==> src/rtl/fetch_pkg.sv <==
// Shared types and defaults for the instruction prefetch queue.
//   fetch_entry_t    : one buffered {pc, instr} pair, as stored in the queue
//   FETCH_WIDTH      : address/data width used by the entry type
//   DEFAULT_RESET_PC : fetch PC after reset
//   DEFAULT_PC_INC   : fetch PC advance per fetched word
//   ENTRY_WIDTH      : flattened width of one entry
//   packEntry        : builds an entry from its two fields
package fetch_pkg;

  localparam int FETCH_WIDTH = 32;
  localparam logic [FETCH_WIDTH-1:0] DEFAULT_RESET_PC = 32'h0000_0000;
  localparam logic [FETCH_WIDTH-1:0] DEFAULT_PC_INC   = 32'd4;

  typedef struct packed {
    logic [FETCH_WIDTH-1:0] pc;
    logic [FETCH_WIDTH-1:0] instr;
  } fetch_entry_t;

  localparam int ENTRY_WIDTH = $bits(fetch_entry_t);

  function automatic fetch_entry_t packEntry(input logic [FETCH_WIDTH-1:0] pc,
                                             input logic [FETCH_WIDTH-1:0] instr);
    fetch_entry_t e;
    e.pc    = pc;
    e.instr = instr;
    return e;
  endfunction

endpackage

==> src/rtl/fetch_queue_mem.sv <==
// Storage array for the prefetch queue: DEPTH entries, one synchronous
// write port and one asynchronous read port. Storage has no reset; the
// control logic in fetch_queue decides which entries are meaningful.
//   clk     : clock, rising edge
//   wr_en   : write wr_data into slot wr_addr at the clock edge
//   wr_addr : slot written
//   wr_data : flattened fetch_entry_t to store
//   rd_addr : slot read
//   rd_data : flattened fetch_entry_t at rd_addr (combinational)
module fetch_queue_mem
  import fetch_pkg::*;
#(
  parameter int DEPTH = 4,
  parameter int PTR_W = $clog2(DEPTH)
) (
  input  logic                   clk,
  input  logic                   wr_en,
  input  logic [PTR_W-1:0]       wr_addr,
  input  logic [ENTRY_WIDTH-1:0] wr_data,
  input  logic [PTR_W-1:0]       rd_addr,
  output logic [ENTRY_WIDTH-1:0] rd_data
);

  logic [ENTRY_WIDTH-1:0] storage [DEPTH];

  always_ff @(posedge clk) begin
    if (wr_en) begin
      storage[wr_addr] <= wr_data;
    end
  end

  assign rd_data = storage[rd_addr];

endmodule

==> src/rtl/fetch_queue.sv <==
// Instruction prefetch stage. Owns the fetch PC, presents it to instruction
// memory (combinational read) and buffers {pc, instr} pairs so that decode
// stalls do not stall fetch. A redirect flushes everything and restarts
// fetch at the target.
//   clk         : clock, rising edge
//   reset       : asynchronous, active-high
//   fetch_en    : fetch allowed this cycle
//   imem_addr   : address to instruction memory (the fetch PC)
//   imem_rdata  : instruction word for imem_addr, same cycle
//   redirect    : flush queue, restart fetch at redirect_pc
//   redirect_pc : new fetch PC
//   out_valid   : head entry valid
//   out_pc      : PC of head entry (0 when empty)
//   out_instr   : instruction of head entry (0 when empty)
//   out_ready   : decode accepts head this cycle
//   count       : occupied entries
module fetch_queue
  import fetch_pkg::*;
#(
  parameter int               WIDTH    = FETCH_WIDTH,
  parameter int               DEPTH    = 4,
  parameter logic [WIDTH-1:0] RESET_PC = DEFAULT_RESET_PC,
  parameter logic [WIDTH-1:0] PC_INC   = DEFAULT_PC_INC
) (
  input  logic                       clk,
  input  logic                       reset,
  input  logic                       fetch_en,
  output logic [WIDTH-1:0]           imem_addr,
  input  logic [WIDTH-1:0]           imem_rdata,
  input  logic                       redirect,
  input  logic [WIDTH-1:0]           redirect_pc,
  output logic                       out_valid,
  output logic [WIDTH-1:0]           out_pc,
  output logic [WIDTH-1:0]           out_instr,
  input  logic                       out_ready,
  output logic [$clog2(DEPTH+1)-1:0] count
);

  localparam int PTR_W = $clog2(DEPTH);
  localparam int CNT_W = $clog2(DEPTH+1);
  localparam logic [CNT_W-1:0] FULL_COUNT = CNT_W'(DEPTH);

  logic [WIDTH-1:0]       fetchPc_q, fetchPc_d;
  logic [PTR_W-1:0]       head_q, head_d;
  logic [PTR_W-1:0]       tail_q, tail_d;
  logic [CNT_W-1:0]       count_q, count_d;
  logic                   deq, enq;
  logic [ENTRY_WIDTH-1:0] wrData, rdData;
  fetch_entry_t           headEntry;

  // A full queue may still accept a word when the head leaves in the same
  // cycle. A redirect suppresses both: the word being fetched belongs to the
  // old path, and the head is thrown away with the flush.
  assign deq = (count_q != '0) & out_ready;
  assign enq = fetch_en & ~redirect & ((count_q != FULL_COUNT) | deq);

  always_comb begin
    fetchPc_d = fetchPc_q;
    head_d    = head_q;
    tail_d    = tail_q;
    count_d   = count_q;
    if (redirect) begin
      fetchPc_d = redirect_pc;
      head_d    = '0;
      tail_d    = '0;
      count_d   = '0;
    end else begin
      if (enq) begin
        tail_d    = tail_q + PTR_W'(1);
        fetchPc_d = fetchPc_q + PC_INC;
      end
      if (deq) begin
        head_d = head_q + PTR_W'(1);
      end
      if (enq && !deq) begin
        count_d = count_q + CNT_W'(1);
      end else if (!enq && deq) begin
        count_d = count_q - CNT_W'(1);
      end
    end
  end

  always_ff @(posedge clk or posedge reset) begin
    if (reset) begin
      fetchPc_q <= RESET_PC;
      head_q    <= '0;
      tail_q    <= '0;
      count_q   <= '0;
    end else begin
      fetchPc_q <= fetchPc_d;
      head_q    <= head_d;
      tail_q    <= tail_d;
      count_q   <= count_d;
    end
  end

  assign wrData = packEntry(fetchPc_q, imem_rdata);

  fetch_queue_mem #(
    .DEPTH (DEPTH),
    .PTR_W (PTR_W)
  ) u_mem (
    .clk     (clk),
    .wr_en   (enq),
    .wr_addr (tail_q),
    .wr_data (wrData),
    .rd_addr (head_q),
    .rd_data (rdData)
  );

  assign headEntry = fetch_entry_t'(rdData);

  // Memory is never reset, so stale slot contents are masked while empty;
  // this also makes reset clear the outputs immediately.
  assign imem_addr = fetchPc_q;
  assign out_valid = (count_q != '0);
  assign out_pc    = out_valid ? headEntry.pc    : '0;
  assign out_instr = out_valid ? headEntry.instr : '0;
  assign count     = count_q;

endmodule

==> config.mk <==
export PLATFORM = sky130hd
export DESIGN_NAME = fetch_queue
export DESIGN_NICKNAME = d
export VERILOG_FILES = /design/src/rtl/fetch_pkg.sv /design/src/rtl/fetch_queue_mem.sv /design/src/rtl/fetch_queue.sv
export SDC_FILE = /design/constraint.sdc
export NUM_CORES = 1
export LEC_CHECK = 0
export BUFFER_PORTS_ARGS = -buffer_cell sky130_fd_sc_hd__buf_4
export CORE_MARGIN = 2
export CORE_UTILIZATION = 25
export CTS_CLUSTER_SIZE = 12
export DETAILED_ROUTE_END_ITERATION = 8
export PLACE_DENSITY = 0.4
export SLEW_MARGIN = 20
export SYNTH_ARGS = -nofsm -noshare
export SYNTH_HDL_FRONTEND = slang
export SYNTH_SLANG_ARGS = --single-unit
==> constraint.sdc <==
create_clock -name clk -period 4.05 [get_ports clk]
set_clock_uncertainty 0.1 [all_clocks]
set_input_delay 0.81 -clock clk [delete_from_list [all_inputs] [get_ports clk]]
set_output_delay 0.81 -clock clk [all_outputs]
set_load 0.1 [all_outputs]
==> flow_metrics.py <==
metrics = {
    "clock_network": {
        "ctsResizeCount": 0,
        "cts_tree": "built",
        "path_clk_slew_ns": 0.06,
        "holdBufCountCts": 0,
        "postCtsSetupBuffers": 0,
        "clock_latency_ns": 0.52,
        "htree_levels": 2,
        "clkSinkCount": 295,
        "numCtsBuffers": 35,
        "cts_buffer_depth": 3,
        "ctsRootBufferMaster": "clkbuf_16",
    },
    "outcome": {
        "status": "finished, final reports clean",
    },
    "global_route": {
        "grt_pass1_wl_um": 48700,
        "overflow": 0,
        "grt_max_degree": 47,
        "first_global_vias": 7272,
        "grt_antenna_before_repair": 1,
        "track_usage_pct": 13.1,
    },
    "cells_and_area": {
        "final_layout_size_suffix_gt1_share_pct": 34.5,
        "finalNetCount": 949,
        "fillCellCount": 4717,
        "n_antenna_cell": 0,
        "final_util_pct": 31.9,
        "fin_area_um2": 15300,
        "area_delta_synth_final_pct": 25.7,
        "finalNonFillerCells": 1514,
    },
    "floorplanning": {
        "die-area_um2": 50400,
        "start_util_pct": 25.4,
        "rows": 80,
        "coreArea_um2": 47800,
        "die_w_um": 224,
        "io_pins": 169,
        "die_h_um": 224,
    },
    "setup_path": {
        "required_ns": 3.14,
        "critPathArrivalTime_ns": 2.62,
        "endpoint_kind": "output port",
        "cp-start-kind": "register",
        "reg2regPathDepth": 8,
        "worstPathMaxFanout": 41,
        "critical_path_class": "reg2out",
    },
    "hold_path": {
        "hp-class": "in2reg",
        "min_path_cells": 1,
    },
    "routing": {
        "wl_per_cell_um": 21.4,
        "drt_iter0_drc": 394,
        "ant_nets": 0,
        "vias": 6872,
        "wl_um": 32500,
        "via_per_inst": 4.54,
        "route.detailed.drc": 0,
        "firstDrtPassIters": 5,
    },
    "synthesis": {
        "synth-edff-count": 256,
        "seq_area_frac_synth_pct": 71.3,
        "synth_ff_type": "edfxtp_1",
        "synth.net_count": 768,
        "synthArstFlopShare_pct": 13.2,
        "syn_area_per_cell_um2": 17.5,
        "yosys_warnings": 0,
        "syn_area_um2": 12200,
        "synthCells": 693,
        "ys_ff_latch": 295,
        "synth_cell_type_count": 54,
    },
    "sta": {
        "fmax_mhz": 283,
        "slew_viol_final": 0,
        "rsz0062_at_grt": "false",
        "setup_viol": 0,
        "fin_crit_sh_pct": 87.2,
        "slew_headroom_pct": 36.4,
        "hold_viol_final": 0,
        "fin_crit_ns": 3.53,
        "worst_pin_slew_ns": 0.953,
        "hold_ws_ns": 0.385,
        "fin_tns_setup_ns": 0,
    },
    "placement": {
        "post_dp_cell_area_um2": 14200,
        "dp_hpwl_um": 20600,
        "io_buffers": 168,
        "dpl.cell_count": 1452,
        "place_congestion": 0.712,
    },
    "power": {
        "leakagePower_nw": 5.19,
        "worst_ir_drop_vdd_uv": 347,
        "p_per_area_nw_per_um2": 811,
    },
    "run": {
        "cap_violations": 0,
    },
}
==> critical path: stages, from the launching register on <==
cell     delay (ns)
dfrtp_1        0.52
or3_2          0.82
buf_12         0.30
and2_1         0.20
buf_4          0.25
==> cells by family (layout without fill, tap and decap cells) <==
kind of cell	count (synthesis)	in the layout	synth area share, %
flip-flops	295	295	71.3
AO/OA/AOI/OAI	53	53	2.85
buffers and inverters	49	255	1.96
adder cells (fa/ha/maj)	6	6	0.680
multiplexers	67	67	12.1
AND/OR/NAND/NOR	208	208	10.0
XOR/XNOR	15	15	1.08
==> synthesized netlist by cell type (7+ instances only) <==
cell type  number  area, um^2
mux4_2         64        1440
and2_1         70         438
inv_1          10        37.5
nand4_1        12        75.1
o21ai_0        14        70.1
dfrtp_1        39         976
buf_2          10        50.1
clkbuf_1       21        78.8
nor2_1         20        75.1
nand2_1        37         139
a31oi_1        13        81.3
or4_1          15         113
nor4_1          7        43.8
o31ai_1         9        67.6
nand3_1        22         110
xor2_1          7        61.3
edfxtp_1      256        7690
xnor2_1         8        70.1
==> state kept, by name, summed over array words and instances, names as in the netlist <==
register / flops
u_mem.storage: 256
imem_addr: 32
count: 3
head_q: 2
tail_q: 2
==> power breakdown <==
part / total (mW) / switching, mW / leakage [nW] / internal (mW)
logic: 5.63 / 4.25 / 1.89 / 1.38
registers: 3.77 / 0.258 / 2.79 / 3.51
clock network: 3.00 / 1.20 / 0.512 / 1.80
==> layer usage <==
layer / wire [um] / track usage [%]
met4: 540 / 3.35
met5: 0 / 0
met1: 15200 / 18.5
met2: 14800 / 20.4
met3: 1930 / 3.16
==> layout make-up <==
cell class	instances	area [um^2]	share of cell area [%]
clock buffer	50	975	6.38
clock inverter	12	105	0.688
tap	615	769	5.04
timing repair buffer	183	1460	9.56
inverter	10	37.5	0.246
sequential	295	8670	56.7
multi-input combinational	349	3260	21.4
==> cells in the final DEF, fill, tap and decap left out, types with 8 or more instances in the layout <==
cell type,count
mux4_2,64
nand3_1,22
edfxtp_1,256
or4_1,15
nand2_1,37
o31ai_1,9
clkinv_1,8
nand4_1,12
clkbuf_1,13
buf_4,176
o21ai_0,14
nor2_1,20
xnor2_1,8
and2_1,66
inv_1,9
clkbuf_16,37
a31oi_1,13
dfrtp_1,37
==> per-stage QoR <==
stage / power (mW) / setup WS, ns
after floorplan: 8.18 / 0.220
after global placement: 9.58 / 0.723
after detailed placement: 9.56 / 0.678
after CTS: 12.6 / 0.422
after global routing: 12.9 / 0.350
final: 12.4 / 0.517
==> path summary, 6_finish.rpt <==
kind	slack (ns)	endpoint	start
setup / recovery	0.52	out_pc[4]	count[0]$_DFFE_PP0P_
hold / removal	0.39	u_mem.storage[2][1]$_DFFE_PP_	imem_rdata[1]
setup reg to reg	1.05	count[1]$_DFFE_PP0P_	count[0]$_DFFE_PP0P_
hold reg to reg	0.46	u_mem.storage[0][32]$_DFFE_PP_	imem_addr[0]$_DFFE_PP0P_
max in group asynchronous	2.73	head_q[0]$_DFFE_PP0P_	reset
min in group asynchronous	0.42	imem_addr[4]$_DFFE_PP0N_	reset
Note: power is estimated with default switching activity, not from simulation.
